===== src/rtl/cond_pkg.sv =====
// Shared condition-field encodings and NZCV bit positions for the conditional-execution stage.
package cond_pkg;

  localparam logic [3:0] COND_EQ = 4'h0;
  localparam logic [3:0] COND_NE = 4'h1;
  localparam logic [3:0] COND_CS = 4'h2;
  localparam logic [3:0] COND_CC = 4'h3;
  localparam logic [3:0] COND_MI = 4'h4;
  localparam logic [3:0] COND_PL = 4'h5;
  localparam logic [3:0] COND_VS = 4'h6;
  localparam logic [3:0] COND_VC = 4'h7;
  localparam logic [3:0] COND_HI = 4'h8;
  localparam logic [3:0] COND_LS = 4'h9;
  localparam logic [3:0] COND_GE = 4'hA;
  localparam logic [3:0] COND_LT = 4'hB;
  localparam logic [3:0] COND_GT = 4'hC;
  localparam logic [3:0] COND_LE = 4'hD;
  localparam logic [3:0] COND_AL = 4'hE;
  localparam logic [3:0] COND_NV = 4'hF;

  localparam int N_BIT = 3;
  localparam int Z_BIT = 2;
  localparam int C_BIT = 1;
  localparam int V_BIT = 0;

endpackage


===== src/rtl/cond_check.sv =====
// Combinational condition evaluator: (Cond, NZCV) -> pass. No state.
module cond_check
  import cond_pkg::*;
#(
  parameter bit NV_EXECUTES = 1'b0
) (
  input  logic [3:0] Cond,
  input  logic [3:0] Flags,
  output logic       CondEx
);

  logic n, z, c, v;

  assign n = Flags[N_BIT];
  assign z = Flags[Z_BIT];
  assign c = Flags[C_BIT];
  assign v = Flags[V_BIT];

  always_comb begin
    CondEx = 1'b0;
    case (Cond)
      COND_EQ: CondEx = z;
      COND_NE: CondEx = ~z;
      COND_CS: CondEx = c;
      COND_CC: CondEx = ~c;
      COND_MI: CondEx = n;
      COND_PL: CondEx = ~n;
      COND_VS: CondEx = v;
      COND_VC: CondEx = ~v;
      COND_HI: CondEx = c & ~z;
      COND_LS: CondEx = ~c | z;
      COND_GE: CondEx = (n == v);
      COND_LT: CondEx = (n != v);
      COND_GT: CondEx = ~z & (n == v);
      COND_LE: CondEx = z | (n != v);
      COND_AL: CondEx = 1'b1;
      COND_NV: CondEx = NV_EXECUTES;
      default: CondEx = 1'b0;
    endcase
  end

endmodule


===== src/rtl/cond_logic.sv =====
// Conditional-execution stage: holds NZCV, gates decoder write requests by the condition,
// and updates flags from the ALU. Gated outputs are zero-latency; flags update on the clock edge.
module cond_logic
  import cond_pkg::*;
#(
  parameter logic [3:0] FLAG_RESET  = 4'b0000,
  parameter bit         NV_EXECUTES = 1'b0
) (
  input  logic       CLK,
  input  logic       Reset,
  input  logic [3:0] Cond,
  input  logic [3:0] ALUFlags,
  input  logic [1:0] FlagW,
  input  logic       PCS,
  input  logic       RegW,
  input  logic       MemW,
  input  logic       NoWrite,
  output logic       PCSrc,
  output logic       RegWrite,
  output logic       MemWrite,
  output logic       CondEx,
  output logic [3:0] Flags
);

  logic [3:0] flags_q;
  logic       cond_pass;

  cond_check #(
    .NV_EXECUTES(NV_EXECUTES)
  ) u_cond_check (
    .Cond  (Cond),
    .Flags (flags_q),
    .CondEx(cond_pass)
  );

  // Reset selects a constant so an unknown Cond cannot leak out while in reset.
  assign CondEx   = Reset ? 1'b0 : cond_pass;
  assign PCSrc    = PCS & CondEx;
  assign RegWrite = RegW & CondEx & ~NoWrite;
  assign MemWrite = MemW & CondEx;
  assign Flags    = flags_q;

  always_ff @(posedge CLK) begin
    if (Reset) begin
      flags_q <= FLAG_RESET;
    end else begin
      if (FlagW[1] & CondEx) begin
        flags_q[N_BIT] <= ALUFlags[N_BIT];
        flags_q[Z_BIT] <= ALUFlags[Z_BIT];
      end
      if (FlagW[0] & CondEx) begin
        flags_q[C_BIT] <= ALUFlags[C_BIT];
        flags_q[V_BIT] <= ALUFlags[V_BIT];
      end
    end
  end

endmodule


===== config.mk =====
export PLATFORM = sky130hd
export DESIGN_NAME = cond_logic
export DESIGN_NICKNAME = d
export VERILOG_FILES = /design/src/rtl/cond_pkg.sv /design/src/rtl/cond_check.sv /design/src/rtl/cond_logic.sv
export SDC_FILE = /design/constraint.sdc
export NUM_CORES = 1
export LEC_CHECK = 0
export CAP_MARGIN = 5
export CORE_AREA = 4 4 41 43
export CTS_BUF_LIST = sky130_fd_sc_hd__clkbuf_4 sky130_fd_sc_hd__clkbuf_8
export CTS_CLUSTER_DIAMETER = 50
export DETAILED_ROUTE_END_ITERATION = 10
export DIE_AREA = 0 0 45 47
export GPL_TIMING_DRIVEN = 1
export PLACE_DENSITY = 0.77
export SETUP_SLACK_MARGIN = 0.1
export SYNTH_ARGS = -nofsm -noshare
export SYNTH_HDL_FRONTEND = slang
export SYNTH_SLANG_ARGS = --single-unit

===== constraint.sdc =====
create_clock -name CLK -period 5.45 [get_ports CLK]
set_input_delay 1.09 -clock CLK [delete_from_list [all_inputs] [get_ports CLK]]
set_output_delay 1.09 -clock CLK [all_outputs]
set_load 0.02 [all_outputs]

Word-level counts from Yosys, hierarchy flattened --
Index checks and enable logic that the tools add are counted.
Storage, ports and cells: register bits after elaboration 4, input bits 16, output and inout bits 8
Cells by class: equality and inequality tests 17, mux-type cells 2, bitwise operators 15, reductions and logical operators 1
Operators with widths (number):
- $eq A4 B4 Y1 const B | 8
- $eq A4 B3 Y1 const B | 4
- $pmux W1 S16 | 1
- $and A1 B1 Y1 | 8
- $eq A4 B2 Y1 const B | 2
- $not A1 Y1 | 5
- $eq A4 B1 Y1 const B | 1
- $logic_not A4 Y1 | 1
- $or A1 B1 Y1 | 2
- $eq A1 B1 Y1 | 1
- $mux W1 | 1
- $ne A1 B1 Y1 | 1

Depth between registers and ports, before layout --
depth after elaboration 6, depth in mapped cells 6, depth with buffers taken out 5

Cells and area by module --
From an unflattened synthesis, not the netlist that was laid out.
Unflattened totals: cells, all modules 44, area, all modules 357.8 um^2
Modules (own cells, without submodules):
- cond_logic | times used 1, cells an instance 21, area each 202.7 um^2, sequential area each 80.1 um^2
- cond_check | times used 1, cells an instance 23, area each 155.1 um^2, sequential area each 0.0 um^2

Least setup slack after synthesis --
OpenSTA, ideal clock, no wires.
path kind input port to output port, start point input port Cond[0], end point output port RegWrite, arrival 2.577 ns, required time 4.360 ns, setup slack 1.783 ns, stages 5, buffers on the path 1, cell sequence buf_6 or4_1 a31oi_2 o21ai_1 nor3b_1
Between the ends: word-level cells in the longest chain between the ends 5
RTL lines:
- start, declared | RTL line cond_logic.sv:11 | input logic [3:0] Cond,
- $eq A4 B4 Y1 (tied with other cells) | RTL line cond_check.sv:21 | case (Cond)
- $pmux W1 S16 (*) | RTL line cond_check.sv:21
- $mux W1 (*) | RTL line cond_logic.sv:37 | assign CondEx = Reset ? 1'b0 : cond_pass;
- $and A1 B1 Y1 (*) (2 in a row) | RTL line cond_logic.sv:39 | assign RegWrite = RegW & CondEx & ~NoWrite;
- end, declared | RTL line cond_logic.sv:19 | output logic RegWrite,
Mark *: on every way between the ends. The rest lies on a longest branch, timed or not.

Worst setup path after layout --
start point input port Cond[2], end point output port RegWrite
Same word-level chain as after synthesis.

==> run_results.csv <==
group,metric,value,unit
worst_setup_path,cpMaxStageDelayCell,"sky130_fd_sc_hd__clkdlybuf4s50_1",
sta,finClkSkew,0.000899,ns
worst_setup_path,regToRegSetupSlack,3.39,ns
route,length_of_the_first_detailed_routing_pass_in_iterations,1,
grt,initial_antenna_violation_count,0,
sta,post-route-period-util,0.831,
clock_tree,cts.htree.levels,1,
grt,grt_first_pass_wirelength,1680,µm
sta,layout_min_cycle_time,4.53,ns
route,met3RoutedLength,62,µm
worst_setup_path,path_class,"primary input to primary output",
worst_setup_path,critical_path.most_common_cell,"sky130_fd_sc_hd__clkdlybuf4s50_1",
worst_setup_path,critical_path.startpoint_type,"primary input",
sta,final-setup-viol-count,0,
power,total_power,0.119,mW
route,drt_iter0_drc,0,
clock_tree,clock_insertion_delay_at_the_later_pin_of_the_skew_report,0.23,ns
sta,worst_slew_pin_slew,0.305,ns
final_layout,final_design_area_no_fill,656,µm²
floorplanning,fp.coreArea,1300,µm²
run,max_cap_violations,0,
grt,gr-usage-all-layers,0.110,
route,routedLengthMet1,451,µm
clock_tree,cts_repair_resize_count,0,
placed_design,portBuffers,23,
power,maximum_resistive_drop_on_vdd,0.000122,V
placed_design,postPlaceCellArea,633,µm²
worst_hold_path,hold_path.class,"flop to flop",
outcome,outcome,"complete, no violations",
synthesis,avgSynthCellArea,8.39,µm²
sta,setup_tns,0,ns
grt,grt_max_degree,11,
grt,first_global_vias,445,
final_layout,final-instance-count-excl-fill,87,
floorplanning,num_io_pins,24,
route,num_vias,421,
synthesis,mappedNetlistNets,64,
clock_tree,cts-root-to-sink-buffers,2,
placed_design,globalplace.congestion,0.684,
sta,slew_headroom,0.797,
clock_tree,cts_root_buffer,"sky130_fd_sc_hd__clkbuf_4",
floorplanning,start_util,0.310,
synthesis,syn-cell-area,403,µm²
final_layout,fillerInstances,135,
final_layout,largest_reg_flops,4,
route,antenna_violating_nets_post_route,0,
power,p_leak,0.278,nW
route,routed.top_layer,"met4",
synthesis,netlist-cell-type-count,26,
sta,hold_viol,0,
final_layout,final_nets,90,
final_layout,area_delta_synth_final,62.7,%
route,routed_wire_length_per_instance,11.5,µm
route,routed-wl-met2,463,µm
floorplanning,design.die.area,2120,µm²
worst_setup_path,setup.worst_path.end_class,"primary output",
sta,rsz_0062_raised_after_global_routing,"no",
clock_tree,tritoncts_clock_tree,"done",
placed_design,placed_cells_incl_taps,84,
clock_tree,cts.clk_slew.worst_paths,0.04,ns
worst_setup_path,crit_chain,"clkdlybuf4s50_1, inv_2, or4_1, a31oi_2, o21ai_1, nor3b_1, clkdlybuf4s50_1",
clock_tree,tritoncts_sinks,4,
floorplanning,chipHeight,47,µm
power,power_density,181,nW/µm²
final_layout,proportion_of_layout_cells_with_a_drive_suffix_above_1,0.125,
route,drt_wl_total,999,µm
worst_setup_path,worst-path-max-fanout,4,
sta,fmaxAchievable,221,MHz
route,remaining_drc_errors,0,
synthesis,yosysSeqAreaShare,0.199,
clock_tree,cts.repair_timing.setup_buffer_count,0,
placed_design,dp_hpwl,864,µm
floorplanning,dieWidth,45,µm
synthesis,cells_after_synthesis,48,
grt,grt_overflow_total,0,
clock_tree,hold_buffers,0,
floorplanning,placementRows,13,
route,avgViaCountPerCell,4.84,
final_layout,n_antenna_cell,0,
worst_setup_path,arrival,3.44,ns
worst_setup_path,critical_path_required,4.36,ns
final_layout,area.sequential,80.1,µm²
synthesis,synth-warning-count,0,
final_layout,multi_input_comb_area,282,µm²
clock_tree,numCtsBuffers,3,
synthesis,ffs_latches_synth,4,
sta,slew_violations,0,
worst_setup_path,worst_path_largest_cell_delay,0.64,ns
power by group:
group | total (mW) | switching (mW) | leakage, nW | internal [mW]
sequential | 0.0350 | 0.00317 | 0.0327 | 0.0318
clock | 0.0358 | 0.0113 | 0.0138 | 0.0246
combinational | 0.0481 | 0.0209 | 0.232 | 0.0272
total | 0.119 | 0.0353 | 0.278 | 0.0836
critical path, delay by kind of cell:
family,cells,cell delay (ns)
AOI/OAI and AO/OA,2,0.38
buffers and inverters,3,1.24
and+or+nand+nor,2,0.73
synthesized netlist by cell type:
cell | n | area share
sky130_fd_sc_hd__a21oi_1 | 2 | 0.025
sky130_fd_sc_hd__o311a_1 | 1 | 0.025
sky130_fd_sc_hd__o221a_2 | 1 | 0.028
sky130_fd_sc_hd__nand2b_1 | 1 | 0.016
sky130_fd_sc_hd__inv_1 | 5 | 0.047
sky130_fd_sc_hd__xnor2_1 | 1 | 0.022
sky130_fd_sc_hd__or4_1 | 1 | 0.019
sky130_fd_sc_hd__buf_6 | 1 | 0.028
sky130_fd_sc_hd__nor3b_1 | 2 | 0.037
sky130_fd_sc_hd__inv_2 | 1 | 0.0093
sky130_fd_sc_hd__o21ai_1 | 1 | 0.012
sky130_fd_sc_hd__nor2b_1 | 6 | 0.093
sky130_fd_sc_hd__xor2_1 | 1 | 0.022
sky130_fd_sc_hd__nor3_1 | 1 | 0.012
sky130_fd_sc_hd__a31oi_2 | 1 | 0.031
sky130_fd_sc_hd__o211ai_2 | 2 | 0.062
sky130_fd_sc_hd__dfxtp_1 | 4 | 0.20
sky130_fd_sc_hd__a221o_1 | 1 | 0.025
sky130_fd_sc_hd__mux2i_1 | 2 | 0.050
sky130_fd_sc_hd__mux2_2 | 1 | 0.028
sky130_fd_sc_hd__buf_4 | 1 | 0.019
sky130_fd_sc_hd__nand2_1 | 1 | 0.0093
sky130_fd_sc_hd__mux2_1 | 4 | 0.11
sky130_fd_sc_hd__nor2_1 | 4 | 0.037
sky130_fd_sc_hd__nand3_1 | 1 | 0.012
sky130_fd_sc_hd__and3b_1 | 1 | 0.022
cell families after synthesis:
family                    Yosys count  synth area share
and+or+nand+nor                    18             0.258
DFF                                 4             0.199
xor gates and xnor gates            2            0.0435
AOI/OAI and AO/OA                   9             0.208
muxes                               7             0.189
buffers and inverters               8             0.102
placed cells by master (no fill, tap or decap), drive strengths merged:
master	netlist	layout
inv	6	6
mux2i	2	2
nand2	1	1
nor2	4	4
clkdlybuf4s50	0	23
o21ai	1	1
clkbuf	0	3
and3b	1	1
o311a	1	1
nor3	1	1
mux2	5	5
dfxtp	4	4
a21oi	2	2
o211ai	2	2
a31oi	1	1
o221a	1	1
nor3b	2	2
xor2	1	1
xnor2	1	1
a221o	1	1
nand2b	1	1
nor2b	6	6
nand3	1	1
or4	1	1
cell type report:
class,instances,area share
multi-input cells,36,0.429
flip-flops and latches,4,0.122
well taps,15,0.0286
repair buffers,23,0.351
inverters,6,0.0344
clock buffers,3,0.0344
worst paths after layout:
| path | from | end | cells after the start |
|---|---|---|---|
| hold / removal | Flags[3]$_SDFFE_PP0P_ | Flags[3]$_SDFFE_PP0P_ | 2 |
| setup / recovery | Cond[2] | RegWrite | 7 |
| hold reg to reg | Flags[3]$_SDFFE_PP0P_ | Flags[3]$_SDFFE_PP0P_ | 2 |
| setup reg to reg | Flags[0]$_SDFFE_PP0P_ | Flags[0]$_SDFFE_PP0P_ | 5 |
per-stage QoR:
| step | util | hold slack (ns) | worst slack [ns] |
|---|---|---|---|
| finish | 0.504 | 0.664 | 0.919 |
| global route | 0.504 | 0.714 | 0.727 |
| CTS | 0.504 | 0.671 | 0.906 |
| detailed placement | 0.487 | 0.658 | 0.904 |
| global placement | 0.487 | 0.642 | 0.930 |
| floorplan | - | 0.758 | 1.78 |
per-layer routing:
layer | global-route usage | up-vias
met2 | 0.178 | 16
met5 | 0 | -
met3 | 0.0268 | 2
met1 | 0.122 | 183
met4 | 0.0877 | 0
li1 | - | 220
Note: power is estimated with default switching activity, not from simulation.
